--- src/rtl/rs232_pkg.sv ---
// Shared RS-232 types and constants for the transmitter and receiver.
// RS232_TX_PARITY_EN adds the even-parity state and the 11-bit frame length.
package rs232_pkg;

  localparam int unsigned DEFAULT_CLKS_PER_BIT = 1302;
  localparam int unsigned DATA_BITS            = 8;
  localparam int unsigned FRAME_BITS_8N1       = 10;
  localparam int unsigned FRAME_BITS_8E1       = 11;

`ifdef RS232_TX_PARITY_EN
  localparam int unsigned TX_FRAME_BITS = FRAME_BITS_8E1;
`else
  localparam int unsigned TX_FRAME_BITS = FRAME_BITS_8N1;
`endif

  typedef enum logic [2:0] {
    TX_IDLE   = 3'd0,
    TX_START  = 3'd1,
    TX_DATA   = 3'd2,
`ifdef RS232_TX_PARITY_EN
    TX_PARITY = 3'd3,
`endif
    TX_STOP   = 3'd4,
    TX_DONE   = 3'd5
  } tx_state_t;

endpackage

--- src/rtl/rs232_baud_gen.sv ---
// Bit-period counter: counts 0..CLKS_PER_BIT-1 while enabled, bit_tick on the last count.
// Latency: tick combinational from the count; no backpressure.
module rs232_baud_gen
  import rs232_pkg::*;
#(
  parameter int unsigned CLKS_PER_BIT = DEFAULT_CLKS_PER_BIT
) (
  input  logic clk,
  input  logic rst,
  input  logic clear,
  input  logic enable,
  output logic bit_tick
);

  localparam logic [15:0] LAST_COUNT = 16'(CLKS_PER_BIT - 1);

  logic [15:0] count_q;
  logic [15:0] count_d;

  assign bit_tick = (count_q == LAST_COUNT);

  always_comb begin
    count_d = count_q;
    if (clear) begin
      count_d = '0;
    end else if (enable) begin
      count_d = bit_tick ? 16'd0 : count_q + 16'd1;
    end
  end

  always_ff @(posedge clk) begin
    if (!rst) begin
      count_q <= '0;
    end else begin
      count_q <= count_d;
    end
  end

endmodule

--- src/rtl/rs232_tx_single_byte.sv ---
// Single-byte 8N1 RS-232 transmitter; tx falls one cycle after acceptance, ready only in IDLE/DONE.
// Define RS232_TX_PARITY_EN to insert an even-parity bit before the stop bit.
module rs232_tx_single_byte
  import rs232_pkg::*;
#(
  parameter int unsigned CLKS_PER_BIT = DEFAULT_CLKS_PER_BIT
) (
  input  logic       clk,
  input  logic       rst,
  input  logic       tx_valid,
  input  logic [7:0] tx_data,
  output logic       tx_ready,
  output logic       tx_busy,
  output logic       tx_done,
  output logic       tx
);

  tx_state_t  state_q, state_d;
  logic [7:0] shift_q, shift_d;
  logic [2:0] bit_cnt_q, bit_cnt_d;
  logic       tx_q, tx_d;
  logic       done_q, done_d;
  logic       accept;
  logic       bit_tick;
  logic       baud_en;
`ifdef RS232_TX_PARITY_EN
  logic       parity_q, parity_d;
`endif

  assign tx_ready = (state_q == TX_IDLE) || (state_q == TX_DONE);
  assign accept   = tx_valid && tx_ready;

  always_comb begin
    baud_en = 1'b0;
    case (state_q)
      TX_START, TX_DATA, TX_STOP: baud_en = 1'b1;
`ifdef RS232_TX_PARITY_EN
      TX_PARITY:                  baud_en = 1'b1;
`endif
      default:                    baud_en = 1'b0;
    endcase
  end

  assign tx_busy = baud_en;
  assign tx_done = done_q;
  assign tx      = tx_q;

  rs232_baud_gen #(
    .CLKS_PER_BIT(CLKS_PER_BIT)
  ) u_baud (
    .clk      (clk),
    .rst      (rst),
    .clear    (accept),
    .enable   (baud_en),
    .bit_tick (bit_tick)
  );

  always_comb begin
    state_d   = state_q;
    shift_d   = shift_q;
    bit_cnt_d = bit_cnt_q;
`ifdef RS232_TX_PARITY_EN
    parity_d  = parity_q;
`endif
    case (state_q)
      TX_IDLE, TX_DONE: begin
        state_d = TX_IDLE;
        if (accept) begin
          state_d   = TX_START;
          shift_d   = tx_data;
          bit_cnt_d = '0;
`ifdef RS232_TX_PARITY_EN
          parity_d  = ^tx_data;
`endif
        end
      end
      TX_START: if (bit_tick) state_d = TX_DATA;
      TX_DATA: begin
        if (bit_tick) begin
          shift_d   = {1'b0, shift_q[7:1]};
          bit_cnt_d = bit_cnt_q + 3'd1;
          if (bit_cnt_q == 3'(DATA_BITS - 1)) begin
`ifdef RS232_TX_PARITY_EN
            state_d = TX_PARITY;
`else
            state_d = TX_STOP;
`endif
          end
        end
      end
`ifdef RS232_TX_PARITY_EN
      TX_PARITY: if (bit_tick) state_d = TX_STOP;
`endif
      TX_STOP: if (bit_tick) state_d = TX_DONE;
      default: state_d = TX_IDLE;
    endcase
  end

  // Line level follows the current state, so tx lags the state register by one cycle.
  always_comb begin
    tx_d = 1'b1;
    case (state_q)
      TX_START:  tx_d = 1'b0;
      TX_DATA:   tx_d = shift_q[0];
`ifdef RS232_TX_PARITY_EN
      TX_PARITY: tx_d = parity_q;
`endif
      default:   tx_d = 1'b1;
    endcase
    done_d = (state_q == TX_DONE);
  end

  always_ff @(posedge clk) begin
    if (!rst) begin
      state_q   <= TX_IDLE;
      shift_q   <= '0;
      bit_cnt_q <= '0;
      tx_q      <= 1'b1;
      done_q    <= 1'b0;
`ifdef RS232_TX_PARITY_EN
      parity_q  <= 1'b0;
`endif
    end else begin
      state_q   <= state_d;
      shift_q   <= shift_d;
      bit_cnt_q <= bit_cnt_d;
      tx_q      <= tx_d;
      done_q    <= done_d;
`ifdef RS232_TX_PARITY_EN
      parity_q  <= parity_d;
`endif
    end
  end

endmodule

--- config.mk ---
export PLATFORM = sky130hd
export DESIGN_NAME = rs232_tx_single_byte
export DESIGN_NICKNAME = d
export VERILOG_FILES = /design/src/rtl/rs232_pkg.sv /design/src/rtl/rs232_baud_gen.sv /design/src/rtl/rs232_tx_single_byte.sv
export SDC_FILE = /design/constraint.sdc
export NUM_CORES = 1
export LEC_CHECK = 0
export BUFFER_PORTS_ARGS = -buffer_cell sky130_fd_sc_hd__buf_2
export CORE_UTILIZATION = 57
export DETAILED_ROUTE_END_ITERATION = 8
export PLACE_DENSITY = 0.8
export SYNTH_ARGS = -nofsm -noshare
export SYNTH_HDL_FRONTEND = slang
export SYNTH_SLANG_ARGS = --single-unit
--- constraint.sdc ---
create_clock -name clk -period 4.74 [get_ports clk]
set_input_delay 0 -clock clk [delete_from_list [all_inputs] [get_ports clk]]
set_output_delay 0 -clock clk [all_outputs]
set_load 0.005 [all_outputs]
# ---- Yosys cells after proc, flatten, opt, wreduce, memory -nomap -nowiden
# Index checks and enable logic that the tools add are counted.
dict set report totals {
  in_bits 11
  word_cells 44
  ff_bits 32
  output_inout_bits 4
}
dict set report op_classes {
  n_mux 15
  reduce_logical 9
  n_bitwise 1
  n_addsub 2
  n_eq_ne 11
}
# operator n
set ops {}
lappend ops {{$mux W3} 6}
lappend ops {{$add A16 B1 Y16 const B} 1}
lappend ops {{$eq A16 B11 Y1 const B} 1}
lappend ops {{$mux W16} 1}
lappend ops {{$mux W8} 2}
lappend ops {{$pmux W8 S2} 1}
lappend ops {{$pmux W3 S4} 1}
lappend ops {{$eq A3 B3 Y1 const B} 3}
lappend ops {{$ne A2 B1 Y1 const B} 3}
lappend ops {{$pmux W3 S2} 1}
lappend ops {{$ne A2 B2 Y1 const B} 2}
lappend ops {{$reduce_and A4 Y1} 1}
lappend ops {{$reduce_or A2 Y1} 2}
lappend ops {{$add A3 B1 Y3 const B} 1}
lappend ops {{$eq A3 B1 Y1 const B} 1}
lappend ops {{$eq A3 B2 Y1 const B} 1}
lappend ops {{$logic_not A3 Y1} 1}
lappend ops {{$reduce_and A3 Y1} 1}
lappend ops {{$reduce_or A3 Y1} 1}
lappend ops {{$mux W1} 2}
lappend ops {{$pmux W1 S2} 1}
lappend ops {{$reduce_bool A2 Y1} 1}
lappend ops {{$logic_and A1 B1 Y1} 1}
lappend ops {{$logic_or A1 B1 Y1} 1}
lappend ops {{$not A1 Y1} 1}

# ---- Depth between registers and ports, before layout
dict set report depth {
  word_depth 5
  mapped_depth 7
  ltp_nobuf 6
}

# ---- Modules after synthesis
# Synthesis repeated with hierarchy kept, for this count alone.
dict set report unflattened {
  hier_cells 175
  area_unflattened_um2 1640.3
}
# mod seq_area_each_um2 cells_per_inst n_inst area_per_inst_um2
set modules_own_cells {}
lappend modules_own_cells {rs232_tx_single_byte 320.3 86 1 848.3}
lappend modules_own_cells {rs232_baud_gen 320.3 89 1 792.0}

# ---- Least setup slack after synthesis
# OpenSTA, ideal clock, no wires.
dict set report synth_path {
  path_kind {register to register}
  start {reg u_baud.count_q[0]}
  end {reg u_baud.count_q[0]}
  path_stages_with_launch 7
  t_arrival_ps 1646
  path_buffers 1
  slack_ps 2977
  path_cell_list {dfxtp_1 ha_1 nor4bb_1 nand4_1 o211ai_2 buf_2 nor2_1}
}
dict set report synth_via {
  elab_chain_len 2
  elab_cells_between_ends 3
  cone_classes {add/sub: 1; eq/ne: 1; mux: 1}
}
# item line_no
set synth_lines {}
lappend synth_lines {{from (decl)} rs232_baud_gen.sv:17} ;# logic [15:0] count_q;
lappend synth_lines {{from (signal assigned)} rs232_baud_gen.sv:35} ;# count_q <= count_d;
lappend synth_lines {{$add A16 B1 Y16 / $eq A16 B11 Y1 (equally long branches)} {rs232_baud_gen.sv:27, rs232_baud_gen.sv:20}}
lappend synth_lines {{$mux W16 (*)} rs232_baud_gen.sv:27} ;# count_d = bit_tick ? 16'd0 : count_q + 16'd1;
# Mark *: on every way between the ends. The rest lies on a longest branch, timed or not.
# A chain may end at the register's enable or synchronous reset.

# ---- Worst setup path in the final report
# Same ends and word-level chain as after synthesis.

==> impl_metrics.py <==
metrics = {
    "grt": {
        "grt_pass1_vias": 1306,
        "grt_max_degree": 18,
        "grt_pass1_wl_um": 5326,
        "grt_overflow": 0,
        "grt_antenna_before_repair": 0,
        "grt_usage_pct": 25.32,
    },
    "worst_hold_path": {
        "hold_class": "primary input to flop",
        "min_from": "tx_data[0]",
    },
    "timing": {
        "fin_ws_ns": 2.602,
        "maxSlewHeadroom_pct": 55.19,
        "final-setup-viol-count": 0,
        "worst_slew_pin_slew_ns": 0.6701,
        "hold_viol_final": 0,
        "skew_ns": 0.006153,
        "slew_violations": 0,
        "rsz0062_at_grt": "false",
        "fin_crit_ns": 2.138,
        "setup_tns_ns": 0,
        "fmax_mhz": 467.7,
        "fin_crit_sh_pct": 45.11,
    },
    "synth": {
        "ys.flop_type": "dfxtp_1",
        "synth_edf_count": 0,
        "synth.net_count": 189,
        "synthCells": 174,
        "ys_types": 41,
        "synth-seq-cells": 32,
        "synth_area_per_cell_um2": 9.118,
        "synth-async-reset-ratio_pct": 0,
        "ys_warn_count": 0,
        "syn_area_um2": 1587,
        "ys_seq_area_share_pct": 40.38,
    },
    "layout": {
        "layout-drive-gt1-share_pct": 13.68,
        "nets": 204,
        "num_antenna_cells": 0,
        "regArea_um2": 640.6,
        "multiInputGateArea_um2": 889.6,
        "area_delta_synth_final_pct": 10.49,
        "fin_area_um2": 1753,
        "nFillCells": 209,
    },
    "setup_path": {
        "crit_type": "flop to flop",
        "worstSetupStartpointType": "flop",
        "cp-startpoint": "u_baud.count_q[0]$_SDFFE_PP0P_",
        "reg2reg_from": "u_baud.count_q[0]$_SDFFE_PP0P_",
        "cp_max_fo": 15,
        "crit_required_ns": 4.94,
        "cp.arrival_ns": 2.34,
        "critPathCaptureType": "flop",
    },
    "clock_network": {
        "cts_buffers": 5,
        "clkSlewWorstSetupHoldPaths_ns": 0.09,
        "cts_root_buf": "clkbuf_4",
        "htree_levels": 2,
        "clock_sinks": 32,
        "postCtsSetupBuffers": 0,
        "clock_path_buffers": 2,
        "cts_tree": "done",
        "insertion_delay_ns": 0.34,
    },
    "die": {
        "die_h_um": 54.76,
        "die_w_um": 54.76,
        "io_pins": 15,
        "start_util_pct": 62.34,
        "dieArea_um2": 2998,
        "rows": 18,
        "core_area_um2": 2545,
    },
    "place": {
        "hpwl_um": 2218,
        "gp_congestion": 0.7476,
        "numPortBuffers": 14,
        "dp_slack_ns": 2.614,
        "postPlaceCellArea_um2": 1657,
    },
    "detailed_routing": {
        "drc": 0,
        "wl_met1_um": 1431,
        "antenna_left": 0,
        "wl_met2_um": 1624,
        "drt-pass1-iter-count": 4,
        "wire_per_inst_um": 14.63,
        "dr.first_iter.drc_count": 26,
        "via_per_inst": 6.332,
        "dr_wl_met3_um": 92,
        "route.vias.total": 1393,
        "routed_wirelength_um": 3219,
        "top_layer_used": "met4",
    },
    "power_and_ir_drop": {
        "ir_worst_vdd_mv": 0.3300,
        "p_leak_nw": 0.5906,
        "p_per_area_nw_per_um2": 298.2,
    },
    "job": {
        "cap_violations": 0,
    },
    "status": {
        "status": "complete, no violations",
    },
}
-- per-layer routing --
| layer | global-route usage [%] | up-vias |
|---|---|---|
| li1 | - | 703 |
| met2 | 45.58 | 21 |
| met1 | 26.26 | 658 |
| met5 | 0 | - |
| met3 | 6.667 | 11 |
| met4 | 13.68 | 0 |
-- path summary, 6_finish.rpt --
path	depth (start not counted)	slack (ns)	to
hold / removal	3	0.02	shift_q[0]$_SDFFE_PN0P_
hold reg to reg	2	0.49	bit_cnt_q[0]$_SDFFE_PN0P_
setup / recovery	5	2.60	u_baud.count_q[0]$_SDFFE_PP0P_
setup reg to reg	5	2.60	u_baud.count_q[0]$_SDFFE_PP0P_
-- cell usage after synthesis (4+ instances only) --
| cell type | number | area share, % |
|---|---|---|
| or3_1 | 7 | 2.8 |
| o21a_1 | 7 | 3.3 |
| o31ai_1 | 7 | 3.3 |
| a21oi_1 | 15 | 4.7 |
| o221a_1 | 7 | 5.0 |
| o211ai_1 | 4 | 1.9 |
| o21ai_0 | 6 | 1.9 |
| dfxtp_1 | 32 | 40 |
| nand2_1 | 12 | 2.8 |
| or4_1 | 7 | 3.3 |
| ha_1 | 4 | 3.2 |
| nor2b_1 | 4 | 1.6 |
| nand3_1 | 9 | 2.8 |
| buf_2 | 6 | 1.9 |
| inv_1 | 5 | 1.2 |
-- area by class of cell --
class / count / area share [%]
tap: 30 / 2.141
clock buffer: 6 / 2.355
multi-input combinational: 129 / 50.75
inverter: 5 / 1.071
timing repair buffer: 16 / 5.139
clock inverter: 2 / 1.999
sequential: 32 / 36.55
-- cells in the final DEF (no fill, tap or decap), types with 3 or more instances in the layout --
cell       n
a21boi_1   3
a21oi_1   15
buf_2     14
clkbuf_4   5
dfxtp_1   32
ha_1       4
inv_1      5
nand2_1   12
nand2b_1   3
nand3_1    9
nor2_1     3
nor2b_1    4
o211ai_1   4
o21a_1     7
o21ai_0    6
o221a_1    7
o31ai_1    7
or3_1      7
or4_1      7
-- critical path: stages (launching register included) --
cell      delay (ns)
dfxtp_1         0.42
ha_1            0.17
nor4bb_1        0.33
nand4_1         0.33
o211ai_2        0.66
nor2_1          0.11
-- sequential cells by signal, indices dropped and copies added (netlist names) --
| register | count |
|---|---|
| bit_cnt_q | 3 |
| shift_q | 8 |
| state_q | 3 |
| tx | 1 |
| tx_done | 1 |
| u_baud.count_q | 16 |
-- what timing repair did --
item                      in CTS  in global routing
resized for setup              0                  0
hold endpoints to repair       1                  0
hold buffers                   2                  0
-- per-stage QoR --
stage | cells | power [mW] | hold slack [ns] | utilization [%]
finish | 220 | 0.5228 | 0.02252 | 68.88
global route | 220 | 0.5383 | 0.02544 | 68.88
CTS | 220 | 0.5236 | 0.01731 | 68.88
detailed placement | 210 | 0.3218 | 0.2857 | 65.09
global placement | 210 | 0.3203 | 0.2737 | 65.09
floorplan | 174 | 0.3116 | 0.1506 | -
-- power breakdown --
part / leakage [nW] / total, mW / internal, mW / switching, mW
Sequential: 0.260 / 0.283 / 0.276 / 0.00692
Combinational: 0.288 / 0.0345 / 0.0171 / 0.0174
Clock: 0.0422 / 0.205 / 0.110 / 0.0949
Total: 0.591 / 0.523 / 0.404 / 0.119
-- logic make-up (layout without fill, tap and decap cells) --
logic type,after synthesis,after routing,synth area share [%]
AOI/OAI and AO/OA,61,61,28.00
and+or+nand+nor,59,59,21.61
DFF,32,32,40.38
buffers and inverters,13,29,3.549
adders and majority gates,4,4,3.155
xor gates and xnor gates,4,4,2.682
muxes,1,1,0.6309
No activity file was read; power rests on OpenSTA's default activity.
